**src/rtl/alu_arbiter.sv**
```systemverilog
// rtl/alu_arbiter.sv - two-requester round-robin arbiter around one shared 8x8 ALU
// Package holds the opcode encoding shared with requesters.
package alu_pkg;
   typedef enum logic [1:0] {
      OP_ADD = 2'd0,
      OP_SUB = 2'd1,
      OP_MUL = 2'd2,
      OP_XOR = 2'd3
   } alu_op_t;
endpackage

module alu_arbiter #(
   parameter int CNT_W = 16
) (
   input  logic             clk,
   input  logic             rst_n,
   input  logic [1:0]       req_valid,
   output logic [1:0]       req_ready,
   input  logic [7:0]       req_a0,
   input  logic [7:0]       req_b0,
   input  logic [7:0]       req_a1,
   input  logic [7:0]       req_b1,
   input  logic [1:0]       req_op0,
   input  logic [1:0]       req_op1,
   output logic             rsp_valid,
   input  logic             rsp_ready,
   output logic             rsp_id,
   output logic [15:0]      rsp_result,
   output logic             busy,
   output logic [CNT_W-1:0] op_count
);
   import alu_pkg::*;

   typedef enum logic [1:0] {IDLE, EXEC, RESP} state_t;

   state_t      state, state_nxt;
   logic        last_grant;
   logic        sel;
   logic        accept;
   logic [7:0]  a_q, b_q;
   logic [1:0]  op_q;
   logic [15:0] alu_out;

   // On a tie the requester that did not win last time goes next.
   always_comb begin
      sel = 1'b0;
      case (req_valid)
         2'b10:   sel = 1'b1;
         2'b11:   sel = ~last_grant;
         default: sel = 1'b0;
      endcase
   end

   // rst_n gates ready so nothing is offered while reset is held.
   always_comb begin
      state_nxt = state;
      req_ready = 2'b00;
      rsp_valid = 1'b0;
      busy      = 1'b1;
      case (state)
         IDLE: begin
            busy = 1'b0;
            if (rst_n && req_valid[sel]) begin
               req_ready[sel] = 1'b1;
               state_nxt      = EXEC;
            end
         end
         EXEC: state_nxt = RESP;
         RESP: begin
            rsp_valid = 1'b1;
            if (rsp_ready) state_nxt = IDLE;
         end
         default: state_nxt = IDLE;
      endcase
   end

   assign accept = |(req_valid & req_ready);

   always_comb begin
      alu_out = 16'd0;
      case (alu_op_t'(op_q))
         OP_ADD: alu_out = {8'd0, a_q} + {8'd0, b_q};
         OP_SUB: alu_out = {8'd0, a_q} - {8'd0, b_q};
         OP_MUL: alu_out = {8'd0, a_q} * {8'd0, b_q};
         OP_XOR: alu_out = {8'd0, a_q ^ b_q};
         default: alu_out = 16'd0;
      endcase
   end

   always_ff @(posedge clk or negedge rst_n) begin
      if (!rst_n) state <= IDLE;
      else        state <= state_nxt;
   end

   always_ff @(posedge clk or negedge rst_n) begin
      if (!rst_n) begin
         last_grant <= 1'b1;
         a_q        <= 8'd0;
         b_q        <= 8'd0;
         op_q       <= 2'd0;
         rsp_id     <= 1'b0;
         rsp_result <= 16'd0;
         op_count   <= '0;
      end else begin
         if (accept) begin
            a_q        <= sel ? req_a1  : req_a0;
            b_q        <= sel ? req_b1  : req_b0;
            op_q       <= sel ? req_op1 : req_op0;
            rsp_id     <= sel;
            last_grant <= sel;
         end
         if (state == EXEC) rsp_result <= alu_out;
         if (state == RESP && rsp_ready) op_count <= op_count + {{(CNT_W-1){1'b0}}, 1'b1};
      end
   end
endmodule
```
**config.mk**
```make
export PLATFORM = sky130hd
export DESIGN_NAME = alu_arbiter
export DESIGN_NICKNAME = d
export VERILOG_FILES = /design/src/rtl/alu_arbiter.sv
export SDC_FILE = /design/constraint.sdc
export NUM_CORES = 1
export LEC_CHECK = 0
export CAP_MARGIN = 10
export CORE_MARGIN = 10
export CORE_UTILIZATION = 40
export CTS_CLUSTER_SIZE = 8
export DETAILED_ROUTE_END_ITERATION = 7
export GPL_ROUTABILITY_DRIVEN = 0
export PLACE_DENSITY_LB_ADDON = 0.05
export REMOVE_ABC_BUFFERS = 1
export SYNTH_ARGS = -nofsm -noshare
export SYNTH_HDL_FRONTEND = slang
export SYNTH_SLANG_ARGS = --single-unit
```
**constraint.sdc**
```tcl
create_clock -name clk -period 5.8 [get_ports clk]
set_input_delay 1.45 -clock clk [delete_from_list [all_inputs] [get_ports clk]]
set_output_delay 1.45 -clock clk [all_outputs]
set_load 0.005 [all_outputs]
```
==> results summary, run 1 <==
The run finished with clean final reports. During I/O placement, the number of pins put on the boundary was 78. The maximum count of clock buffers along a single path came out at 2. Setup repair after global routing left no endpoint under its margin. The setup clock skew after layout is 0.0105 ns.

The sink count of the clock tree is 54. After synthesis, the largest family of logic cells by area is adder cells. In this run the worst path has a maximum fanout of 7. The all-layer global routing usage is 15.4%. The share of flip-flops with an asynchronous set or reset is 100%.

The post-CTS resize count is 0. The iteration count of the initial detailed-routing pass came out at 4. For the worst setup path, the data arrival time is a little under 5 ns. The dominant register cell in the synthesized netlist is dfrtp_1. The number of unique standard cell types used by synthesis is between 50 and 60.

The post-synthesis register bit count came out at 54. Clock latency on the worst-skew pair, taken at its later pin, is between 0.3 and 0.4 ns. The static leakage came out at slightly above 0.003 uW.

The number of buffers inserted during clock tree synthesis came out at 5. The final layout contains approximately 790 nets. For this run the aggregate overflow at the end of global routing stands at 0. The per-instance average area after synthesis came out at around 9 sq um. The full die area came out at between 0.015 and 0.02 sq mm. The number of pins exceeding their max-slew limit in the final report was 0. The fraction of the mapped netlist area in adder cells came out at between 20 and 30%.

The hold violation total from the final report is 0. The die height came out at 135 microns. The post-CTS clock slew at the launch and capture registers of the worst setup and hold paths is about 0.080 ns. The simple-gate share of the synthesized area came out at about 17%. The cell count after synthesis came out at ~590. For this run, the number of standard cells in the final layout without fillers is ~830. The core area came out at between 0.01 and 0.015 sq mm.

The effective utilization at floorplan came out at between 40% and 50%. The first global-routing pass estimated about 23,000 microns of wire. For the pin with the worst max-slew slack, the measured transition is 0.944 ns. The number of port buffers came out at 77. The detailed router finished its first iteration with 223 violations. After floorplanning, the core was divided into a little over 40 placement rows. Summing the areas of all compound-gate instances in the mapped netlist gives between 10% and 20% of the synthesized area. The antenna violation net count after detailed routing is 0. After detailed routing, the number of vias per cell comes to 5.05. The register area share after synthesis came out at 25.7%. The maximum clock frequency came out at around 210 MHz.

The worst pin sits at a relative slew slack of 37.1%. Including well taps, the total number of placed cells is ~830. The number of warnings reported in the yosys synthesis log came out at 0. The number of antenna diodes came out at 0. The final routed wirelength across all metal layers is 13,600 microns. The final worst-path cycle share is 82.3%. The root buffer cell is clkbuf_16. The maximum ir drop on the vdd rail came out at between 400 and 500 uV. The slack of the worst reg-to-reg path is between 1 and 1.5 ns. The max-capacitance violation count came out at 0. The total negative slack for setup checks is 0 ns. Setup violations remaining at the end of the flow were counted as 0. The horizontal die dimension came out at 135 microns.

The detailed-route DRC error count is 0. Of the cells placed in the final design, the portion with a size suffix greater than 1 is under 10%. The kind of start point of the critical path is a flop. The routed wirelength normalized by instance count came out at roughly 16 microns. The total power density per cell area is 646 mW/mm^2. The post-CTS setup buffer count is 0. The xor/xnor cell area share of the yosys netlist is roughly 4.7%.

The number of global-route vias before repair came out at 4,391. The worst path needs 4.77 ns of the cycle, external delays included. The worst setup path is of the reg2reg kind. The TritonCTS clock tree is done. The synthesis-to-finish area growth came out at 20.4%. Multiplexer cells account for a little over 4% of the synthesized area.

Detailed placement finished with a half-perimeter wire length of 11,100 microns. The count of flip-flops with a built-in enable after synthesis is 0. The largest net degree at the start of global routing is between 40 and 50. The required time reported for the critical path endpoint came out at ~6 ns. The netlist area before placement is 0.00527 sq mm. In this run, post-CTS hold repair placed 0 buffers. The worst setup path is captured at a flop.

The total vias in the final route is 4,214. The number of antenna violations at the first check in global routing came out at 0. The min-delay analysis places its worst path in the category reg2reg. The total number of H-tree levels is 2.
-- cell families (layout without fill, tap and decap cells) --
group | Yosys count | count (layout)
DFF | 54 | 54
and+or+nand+nor | 185 | 185
AOI/OAI and AO/OA | 117 | 117
xor gates and xnor gates | 28 | 28
muxes | 21 | 21
adders and majority gates | 91 | 91
buffers and inverters | 97 | 166
-- placed cells by master (no fill, tap or decap), drive strengths merged, types with 6 or more instances in the layout --
| master | netlist | layout |
|---|---|---|
| clkdlybuf4s50 | 0 | 76 |
| xor2 | 9 | 9 |
| nand3 | 6 | 6 |
| nor2 | 40 | 40 |
| a21oi | 21 | 21 |
| inv | 78 | 79 |
| o21ai | 49 | 49 |
| dfrtp | 53 | 53 |
| a21o | 9 | 9 |
| ha | 53 | 53 |
| fa | 38 | 38 |
| nand2 | 64 | 64 |
| mux2i | 19 | 19 |
| and2 | 41 | 41 |
| xnor2 | 19 | 19 |
-- cells in the mapped netlist, drive strengths merged, types with 6 or more instances --
library cell	instances	share of area, %
inv	78	5.6
nand2	64	4.6
dfrtp	53	25
ha	53	13
o21ai	49	4.7
and2	41	4.9
nor2	40	2.8
fa	38	14
a21oi	21	2.1
mux2i	19	3.6
xnor2	19	3.2
clkbuf	14	1.0
a21o	9	1.3
xor2	9	1.5
nand3	6	0.57
-- layout make-up --
| cell class | instances | area, sq um |
|---|---|---|
| flip-flops and latches | 54 | 1350 |
| well taps | 172 | 215 |
| clock buffers | 5 | 125 |
| clock inverters | 3 | 18.8 |
| fillers | 1282 | 6430 |
| inverters | 78 | 293 |
| repair buffers | 80 | 788 |
| multi-input cells | 442 | 3550 |
-- registers in the layout, indices dropped and copies added (netlist names) --
name,count
b_q,8
state,2
last_grant,1
rsp_result,16
op_q,2
rsp_id,1
op_count,16
a_q,8
-- stage by stage --
stage          total power [uW]  utilization, %  instance area (sq um)  setup WS (ns)  hold slack (ns)
3_5_place_dp               3810            48.5                   6200           1.05            0.463
3_3_place_gp               3790            48.5                   6200           1.18            0.462
4_1_cts                    4160            49.7                   6340           1.04            0.488
2_1_floorplan              2940               -                   5190          0.451            0.468
5_1_grt                    4620            49.7                   6340          0.780            0.503
6_report                   4100            49.7                   6340           1.03            0.486
-- report_power, final --
group / internal (uW) / switching, uW / total (uW)
sequential: 502 / 218 / 719
combinational: 1330 / 1740 / 3070
clock: 160 / 147 / 308
total: 2000 / 2100 / 4100
-- path summary, 6_finish.rpt --
| kind | startpoint | to | cells past startpoint |
|---|---|---|---|
| setup / recovery | a_q[1] | rsp_result[15] | 15 |
| hold / removal | op_count[15] | op_count[15] | 1 |
| setup reg to reg | a_q[1] | rsp_result[15] | 15 |
| hold reg to reg | op_count[15] | op_count[15] | 1 |
| max in group asynchronous | rst_n | rsp_result[3] | 2 |
| min in group asynchronous | rst_n | op_count[15] | 1 |
-- routing by layer --
metal	track usage, %	up-vias	routed length (microns)
met5	0	-	0
met1	19.3	2029	6030
li1	-	2102	-
met2	25.5	74	6700
met3	4.08	9	688
met4	4.05	0	157
-- worst max-delay path, cell delays in order (launching register included) --
cell	delay, ns
dfrtp_1	0.50
inv_1	0.23
nor2_1	0.23
fa_1	0.46
fa_1	0.52
fa_1	0.55
inv_1	0.05
fa_1	0.52
inv_1	0.04
ha_1	0.34
a21oi_1	0.23
o211ai_2	0.16
a41o_1	0.28
a21oi_2	0.15
xnor2_1	0.07
a221o_1	0.32
(Power assumes the default switching activity.)
==> run 2: changes to the inputs <==
clock period = 4.4 ns   (was 5.8 ns; I/O delays follow)
==> results summary, run 2 (synthesized netlist as in run 1, its figures left out) <==
The ratio of cells with drive above 1 in the final layout is between 10 and 15%. The net count reported at finish came out at between 800 and 900. The final worst-path cycle share is between 90% and 100%. The horizontal die dimension is 135 microns.

The setup clock skew after layout is slightly below 0.009 ns. The slack of the worst reg-to-reg path came out at approximately 0.17 ns. The floorplan step defined a core boundary enclosing between 0.01 and 0.015 sq mm. After layout, the minimum clock period comes to approximately 4.2 ns. The maximum count of clock buffers along a single path is 2. Of all nets on the critical path, the largest fanout is 5. The antenna violation net count after detailed routing came out at 0. Together, buffers and inverters on the worst path number 3.

For the worst-skew pair, the clock arrives at the later sink with an insertion delay of ~0.30 ns. The all-layer global routing usage came out at 15.6%. The number of antenna violations at the first check in global routing came out at 0. The largest registers in the layout are op_count (16), rsp_result (16).

The number of buffers inserted for hold repair after clock tree synthesis came out at 0. The cell that appears most often on the critical path is fa_1. On the worst path, the slowest cell contributes a delay of about 0.54 ns.

The final routed wirelength across all metal layers is around 14,000 microns. The multi-input logic area is 0.00369 sq mm. Among all stages on the critical path, the largest delay is contributed by fa_1. The path class of the tightest hold or removal check is reg2reg. In this run the tightest slew margin relative to its limit is 37.6%. The max-capacitance violation count came out at 0. The number of pins exceeding their max-slew limit in the final report is 0. The effective utilization at floorplan is 41.3%. Grouping stages by cell kind, the critical path spends the most delay in adder cells. Setup repair after global routing could not meet its margin everywhere. The mean number of vias per cell came out at 4.98. The actual transition at the worst max-transition pin came out at 0.936 ns. Entering global routing, the biggest net connects 47 pins.

The number of global-route vias before repair came to 4,394. The count of boundary I/O pins is 78. In the routed design, unresolved DRC markers number 0.

Setup violations remaining at the end of the flow were counted as 0. The H-tree was split into 2 levels. The TritonCTS clock tree is done.

Before antenna repair, the detailed router went through 4 iterations. The total vias in the final route is around 4,300. Walking the worst path, the cells encountered are buf_4, ha_1, fa_1, fa_1, inv_1, fa_1, inv_1, ha_1, ha_4, a21oi_2, o211ai_2, a41o_1, a21oi_2, xnor2_1, a221o_1. The setup path with the least slack is of type reg2reg.

The maximum clock frequency is about 240 MHz. The total grt overflow came out at 0. The DRC marker count from the first detailed-route iteration is around 230. The finished layout holds slightly below 900 standard cells, fillers aside.

In this run, CTS created clock tree buffers numbering 5. The number of instances in the placed design is 859. The critical path arrival is between 4 and 5 ns. In this run the clock root is driven by a clkbuf_16. STA classifies the critical path startpoint as a flop. CTS saw 54 sinks. Dividing the detail-routed wire length by the instance count gives between 15 and 20 microns. The flow ran to the end, and the final reports show no timing, DRC or antenna violations.

The die height is 135 microns. The floorplan has 41 rows. The final-layout fill cell count is between 1,000 and 1,500. Leaving out fill and tap cells, the most frequent cell in the layout is clkdlybuf4s50_1. The endpoint kind of the worst setup timing path is a flop. The first-pass GRT wire length came out at roughly 23,000 microns. The synthesis-to-finish area growth is 29.3%. The hold violation total from the final report was 0. The full die area came out at between 0.015 and 0.02 sq mm.

In the layout the commonest cells are 76 x clkdlybuf4s50_1, 73 x inv_1, 62 x nand2_1. The repair_antennas step left the layout with diodes totalling 0. The post-CTS clock slew at the launch and capture registers of the worst setup and hold paths is 0.08 ns. The estimated wirelength of the detail-placed design came out at roughly 12,000 microns. The number of port buffers is just under 80.

The required time reported for the critical path endpoint came out at about 4.6 ns. The sequential standard cell area is roughly 0.0014 sq mm.
==> run 2: changes by cell type in the layout (fill, tap and decap cells not counted), sizes merged <==
cell / change
buf: +36
clkinv: -2
clkbuf: +1
bufinv: +1
==> run 2: stage by stage <==
stage                     setup slack [ns]  cell area (sq um)  hold WS, ns  setup TNS, ns  util (%)
after detailed placement           -0.0478               6450        0.465         -0.193      50.5
final                                0.166               6820        0.479              0      53.4
after CTS                          -0.0235               6640        0.483        -0.0235      52.0
after global routing               -0.0184               6820        0.502        -0.0267      53.4
after floorplan                     -0.249               5190        0.468         -0.249         -
after global placement             -0.0562               6450        0.464        -0.0761      50.5
==> run 2: worst paths after layout <==
check | start | cells after the start | endpoint
setup / recovery | b_q[5] | 15 | rsp_result[15]
hold / removal | op_count[15] | 1 | op_count[15]
setup reg to reg | b_q[5] | 15 | rsp_result[15]
hold reg to reg | op_count[15] | 1 | op_count[15]
max in group asynchronous | rst_n | 2 | a_q[2]
min in group asynchronous | rst_n | 1 | rsp_id
==> run 2: repair_timing <==
action	4_1_cts	5_1_grt
setup buffers	0	3
gates resized for setup	4	38
setup endpoints to repair	5	8
pin swaps	1	23
==> run 2: layout make-up <==
class | instances | share of cell area, %
Timing Repair Buffer | 116 | 15.7
Clock inverter | 2 | 0.569
Inverter | 78 | 4.30
Clock buffer | 6 | 2.04
Multi-Input combinational cell | 442 | 54.2
Sequential cell | 54 | 20.0
Tap cell | 172 | 3.16
==> run 2: routing by layer <==
layer | track usage, % | vias to the layer above | routed length [microns]
met2 | 24.6 | 73 | 6910
met5 | 0 | - | 0
met3 | 3.45 | 14 | 567
met1 | 21.1 | 2076 | 6530
met4 | 3.69 | 0 | 194
li1 | - | 2173 | -
Power of run 2 is not shown: default switching activity piles up to over one toggle a cycle in this logic, so the estimate is an artifact.
==> run 3: changes to the inputs <==
CTS_CLUSTER_SIZE = 14   (was 8)
PLACE_DENSITY = 0.7   (was unset)
PLACE_DENSITY_LB_ADDON = unset   (was 0.05)
==> results summary, run 3 (synthesized netlist as in run 1, its figures left out) <==
The total grt overflow is 0. The top cell types in the final layout, fill and taps aside, are 76 x clkdlybuf4s50_1, 73 x inv_1, 62 x nand2_1. In this run the cell area measured after placement is around 0.0064 sq mm. The floorplan step set the die height to ~130 microns.

Measured on the finished design, the core utilization comes to 53.6%. In the final design database the tool counted 831 nets. The multi-input logic area is around 0.0037 sq mm. The cell sitting at the root of the clock tree is a clkbuf_16. Derived from the worst setup path, the maximum achievable clock frequency is about 230 MHz.

The final critical-path setup slack came out at roughly 0.12 ns. The kind of critical path is reg2reg. The iteration count of the initial detailed-routing pass came out at 5.

The ratio of cells with drive above 1 in the final layout is between 10 and 15%. For this configuration, the core starts out at a cell density of 41.3%. Summing over every cut layer, the via total after detailed routing is approximately 4,500. The number of buffers and inverters on the critical path is 5. The DRC marker count from the first detailed-route iteration is 276.

The max-capacitance violation count is 0. STA classifies the critical path endpoint as a flop. Final hold analysis gives a worst-case slack of ~0.48 ns. Dividing the detail-routed wire length by the instance count gives approximately 16 microns. The layout has approximately 1,100 filler cells. The library cell used most frequently in the layout, excluding fill and tap cells, is clkdlybuf4s50_1.

The slack of the worst reg-to-reg path came out at around 0.12 ns. At the pin with the least slew margin, the transition time is a little over 0.9 ns. The final number of setup-violating endpoints is 0.

The post-CTS clock slew at the launch and capture registers of the worst setup and hold paths came out at approximately 0.07 ns. The all-layer global routing usage is between 10% and 20%. The number of port buffers is between 70 and 80. The minimum period implied by the final worst setup slack is 4.28 ns. The maximum cell stage delay along the critical path came out at about 0.56 ns. Among all stages on the critical path, the largest delay is contributed by fa_1. In the final layout, the registers with the most flip-flops are op_count (16), rsp_result (16).

The number of antenna diodes came out at 0. Hold repair after CTS inserted 0 buffers. Buffers inserted during clock tree synthesis total 5. The post-layout instance area came out at 0.00684 sq mm.

The floorplan step defined a core boundary enclosing 0.0128 sq mm. Counting stages on the worst path, the most repeated cell is fa_1. STA classifies the critical path startpoint as a flop. The cell family contributing the most delay on the critical path is adder cells. The final worst-path cycle share came out at 97.3%. The clock latency of the later-clocked register in the worst-skew pair came out at just under 0.3 ns. For the worst setup path, the data required time is about 4.6 ns.

The path class of the tightest hold or removal check is reg2reg. The full die area is 0.0182 sq mm. In this run the worst path has a maximum fanout of 5. The hold violation total from the final report came out at 0. The horizontal die dimension is between 100 and 150 microns. The flow ran to the end, and the final reports show no timing, DRC or antenna violations.

The count of boundary I/O pins is slightly below 80. The post-placement setup slack is -0.0317 ns. The number of pins exceeding their max-slew limit in the final report came out at 0. The maximum count of clock buffers along a single path is 2.

The largest net degree at the start of global routing is 55. The number of global-route vias before repair was 4,640. The number of antenna violations at the first check in global routing was 0. The critical path arrival came out at 4.46 ns.

The sink count of the clock tree is 54. The H-tree was split into 2 levels. The setup clock skew after layout came out at between 0.005 and 0.006 ns. The antenna violation net count after detailed routing came out at 0. In this run the core area contains between 40 and 50 standard-cell rows. Traced cell by cell, the critical path runs through buf_6, buf_6, nand2_2, fa_1, fa_1, inv_2, fa_1, inv_1, fa_1, inv_2, ha_4, o211ai_1, o211ai_2, a41o_1, a21oi_2, xnor2_1, a221o_1.

The worst slew slack as a fraction of its limit came out at 39.1%. Compared with the post-synthesis result, the final layout area differs by 29.8%. Using the TritonRoute via totals, the vias-per-cell ratio works out to 5.18. The TritonCTS clock tree is done. The estimated wirelength of the detail-placed design is 11,100 microns. The detailed-route DRC error count came out at 0. The first global-routing pass estimated around 22,000 microns of wire. Registers take approximately 0.0014 sq mm. The final routed wirelength across all metal layers is about 14,000 microns.
run 3: changes by cell type in the layout (fill, tap and decap cells not counted), moves of 2 or more:
cell,before,now
and2_1,38,34
fa_1,36,34
fa_2,2,4
buf_4,36,38
and2_4,3,7
run 3: routing by layer:
layer	routed length, microns	share of wire, %	GRT usage, %
met5	0	0	0
met4	440	3.2	7.19
met3	647	4.7	2.19
met2	7100	51	25.3
met1	5640	41	17.6
run 3: stage by stage:
stage                     TNS, ns  std cells
after detailed placement  -0.0317        853
final                           0        872
after CTS                       0        861
after global placement          0        853
after floorplan            -0.249        574
after global routing      -0.0469        872
run 3: final cells by class:
type / count / share of cell area, %
Timing Repair Buffer: 118 / 15.9
Inverter: 78 / 4.28
Clock buffer: 6 / 2.03
Clock inverter: 2 / 0.567
Multi-Input combinational cell: 442 / 54.2
Tap cell: 172 / 3.14
Sequential cell: 54 / 20.0
run 3: what timing repair did:
action / CTS / global route
gates resized for setup: 9 / 39
pin swaps: 1 / 27
endpoints found under the setup margin: 1 / 8
buffers inserted: 0 / 11
cloned: 0 / 0
run 3: path summary, 6_finish.rpt:
check | start | endpoint | depth (start not counted)
worst max-delay path | a_q[4] | rsp_result[15] | 17
worst max register to register | a_q[4] | rsp_result[15] | 17
worst min-delay path | op_count[15] | op_count[15] | 1
worst min register to register | op_count[15] | op_count[15] | 1
max in group asynchronous | rst_n | a_q[2] | 2
min in group asynchronous | rst_n | rsp_result[15] | 2
Power of run 3 is left out for the same reason.
==> RTL edit 1 (config.mk and constraints of run 2) <==
Reset style: synchronous (`rst_n`), changed in 2 clocked blocks.
--- a/src/rtl/alu_arbiter.sv
+++ b/src/rtl/alu_arbiter.sv
@@ -89,3 +89,3 @@
 
-   always_ff @(posedge clk or negedge rst_n) begin
+   always_ff @(posedge clk) begin
       if (!rst_n) state <= IDLE;
@@ -94,3 +94,3 @@
 
-   always_ff @(posedge clk or negedge rst_n) begin
+   always_ff @(posedge clk) begin
       if (!rst_n) begin
Behaviour: not the same (Yosys sat finds a counterexample within 4 cycles, from zero or initial values and one cycle with rst_n low; the reset may be asserted at any time).
==> RTL edit 1 against run 2 <==
- sequential cell count did not move
- non-clock buffer count rose by 11
- area after synthesis fell by 2.9%
- largest cell class unchanged
- routed wire length fell by 0.65%
- final area fell by 1.9%
- highest routed layer unchanged
- count of clock-buffer cells in the layout fell by 1
- sequential share of layout area fell by 3.3 points
- clock skew rose by 7.1 ps
- worst setup slack improved by 24 ps
Power is left out: it rests on default switching activity, and per cell area and clock period it moved more than threefold.
==> RTL edit 1: results (changes against run 2) <==
Dominant cells by area after synthesis: dfxtp_1 (21%), fa_1 (15%), ha_1 (13%)
Sequential fraction of the synthesis area: 21.1% (-4.5 points)
Reg2reg setup slack: 190 ps (+20 ps)
Data arrival, critical path: 4450 ps (+30 ps)
Share of layout cells above drive strength 1: 13.4% (-0.23 points)
Status: complete, no violations
Pin count of the biggest net entering global routing: 40 (-15%)
Commonest register cell after synthesis: dfxtp_1
Cell Count, Final, Fillers Out: 897 (+3.1%)
Area grow syn2layout: 30.6%
Commonest cells in the netlist: inv_1 (80), dfxtp_1 (54), ha_1 (53)
First-pass GRT wire length: 23400 µm (+1.8%)
Detailed Route Iter0 Violations: 186 (-18%)
WHS Path Cells: 2 (+1)
Via count: 4640 (+7.0%)
Vias in the first global route: 4754 (+8.2%)
Reg2reg start: b_q[2]
Slew @ Worst Pin: 652 ps (-283 ps)
Reg-to-reg critical path endpoint: rsp_result[15]
DP Area: 6390 µm² (-0.89%)
Max Clock Skew: 15.8 ps (+7.07 ps)
CP peak stage delay: 560 ps (+20 ps)
Min Hold Slack: 456 ps (-22.6 ps)
Detailed Route WL: 14100 µm (-0.65%)
Fill count: 1233 (+1.2%)
Gate Count Post-Synth: 615 (+3.7%)
[RTL edit 1: cells by family (layout without fill, tap and decap cells)]
group | count (synthesis) | in the layout | synth area share [%]
buf+inv | 106 | 216 | 7.82
compound gates | 116 | 116 | 14.8
mux | 25 | 25 | 4.89
xor+xnor | 25 | 25 | 4.28
simple gates | 198 | 198 | 19.2
fa+ha+maj | 91 | 91 | 27.8
flops | 54 | 54 | 21.1
[RTL edit 1: per-layer routing]
layer	wire length [µm]	global-route usage, %
met5	0	0
met4	361	6.05
met3	669	3.16
met2	6940	26.9
met1	6140	19.5
[RTL edit 1: final cells by class]
type                            count  share of cell area (%)
Sequential cell                    54                    16.7
Tap cell                          172                    3.22
Clock buffer                        5                    1.87
Clock inverter                      2                   0.206
Timing Repair Buffer              127                    17.2
Inverter                           82                    4.61
Multi-Input combinational cell    455                    56.2
[RTL edit 1: what timing repair did]
action                                  4_1_cts  5_1_grt
endpoints found under the setup margin        2        3
pin swaps                                     1       15
resized for setup                            12       31
==> RTL edit 2 (config.mk and constraints of run 2) <==
Made on the original files. The parameter `CNT_W` goes from 16 to 32.
--- a/src/rtl/alu_arbiter.sv
+++ b/src/rtl/alu_arbiter.sv
@@ -12,3 +12,3 @@
 module alu_arbiter #(
-   parameter int CNT_W = 16
+   parameter int CNT_W = 32
 ) (
Interface: changed (resized op_count); port bits go from 78 to 94. No check against the original RTL was run, so the function may have changed too.
==> RTL edit 2 against run 2 <==
- maximum frequency is 0.76% higher
- area after synthesis is 14% higher
- cell count is 8.4% higher
- die area increased by 12%
- first-iteration DRC count is 57% higher
- sequential cell count is 16 higher
- routed wire length rose by 19%
- final area up 10%
- clock skew increased by 0.88 ps
- worst setup slack gained 32 ps
==> RTL edit 2: results (changes against run 2) <==
Status: complete, no violations
Reg2reg setup slack: 200 ps (+30 ps)
Reg2reg start: b_q[4]
Met2 Usage GRT: 24.4% (-0.21 points)
Max VDD drop: 0.376 mV
Clock Pin Slew Worst Setup and Hold Paths: 60 ps (-20 ps)
Commonest cells in the netlist: inv_1 (77), dfrtp_1 (69), nand2_1 (67)
Min Hold Slack: 463 ps (-16.1 ps)
Met3 Use GR: 4.71% (+1.3 points)
Hold Vio Cnt, Final: 0 (unchanged)
Placed cells: 925 (+7.7%)
Half-perimeter wire length after placement: 13500 µm (+18%)
Detailed Route Iter0 Violations: 357 (+57%)
Worst hold endpoint: op_count[31]
Synth Area in Compound Gates: 12.5% (-2.0 points)
Post-Syn Area per Cell: 9.24 µm² (+4.0%)
Tot GR Track Use: 17.0% (+1.4 points)
Top Metal Used: met4
Sequential fraction of the synthesis area: 29.1% (+3.4 points)
CTS max path bufs: 2 (unchanged)
Crit path max-delay family: adder cells
I/O Buffers: 93 (+21%)
Fmax: 238 MHz (+0.76%)
Routing usage on met1: 24.8% (+3.7 points)
Mux share of post-synthesis cell area: 5.11% (+1.1 points)
Critical Path Start Type: register
Switching Fraction: 50.0%
Ant diodes: 0 (unchanged)
Capture point of the critical path: rsp_result[13]
Via count: 4938 (+14%)
Clk_lat worst skew: 350 ps (+50 ps)
Top Registers: op_count: 32 flops, rsp_result: 16 flops
Detailed Route WL: 16800 µm (+19%)
Antenna violations before repair: 0 (unchanged)
Vias per cell: 5.24 (+5.1%)
Pin count of the biggest net entering global routing: 40 (-15%)
R2R cell count: 13 (-2)
CTS Buf Count: 9 (+4)
Vias in the first global route: 5028 (+14%)
XOR/XNOR Fraction of Synth Area: 5.81% (+1.2 points)
Max H-tree Level: 3 (+1)
Slew @ Worst Pin: 962 ps (+26.0 ps)
Critical path peak fanout: 9 (+4)
First-pass GRT wire length: 27500 µm (+19%)
DP Area: 7210 µm² (+12%)
Max Clock Skew: 9.57 ps (+0.881 ps)
Adder-Cell Fraction of Synth Area: 23.6% (-3.4 points)
Share of layout cells above drive strength 1: 7.77% (-5.8 points)
Wire length on met3: 1200 µm (+110%)
CP peak stage delay: 570 ps (+30 ps)
Dominant cells by area after synthesis: dfrtp_1 (29%), fa_1 (13%), ha_1 (11%)
DR WL met2: 7080 µm (+2.5%)
Final Net Count: 887 (+7.0%)
Post-place setup slack: 80.6 ps (+128 ps)
Library cells used by synthesis: 55 (-5.2%)
Drt first pass iters: 5 (+1)
Asr flop ratio synth: 100% (unchanged)
Wl on met1: 8380 µm (+28%)
Hold Startpoint: op_count[31]
==> RTL edit 2: cell type report <==
type                            count  area [µm²]
Multi-Input combinational cell    488        3940
Tap cell                          184         230
Inverter                           77         289
Fill cell                        1401        7120
Sequential cell                    70        1760
Clock inverter                      6        38.8
Timing Repair Buffer              109        1050
Clock buffer                        9         225
==> RTL edit 2: cells by family after synthesis <==
family	Yosys count
compound gates	119
xor+xnor	40
fa+ha+maj	91
buf+inv	94
flops	70
mux	29
simple gates	209
==> RTL edit 2: power by group through the flow <==
stage          Combinational [mW]  Clock (mW)  Sequential, mW
6_report                     4.29       0.681            1.07
5_1_grt                      4.85       0.728            1.11
4_1_cts                      4.19       0.702            1.07
3_5_place_dp                 4.14           0            1.08
3_3_place_gp                 4.11           0            1.07
2_1_floorplan                2.97           0            1.01
==> RTL edit 2: timing repair <==
action / CTS / global route
resized for setup: 0 / 12
endpoints found under the setup margin: 0 / 7
buffers inserted: 0 / 3
endpoints found under the hold margin: 0 / 0
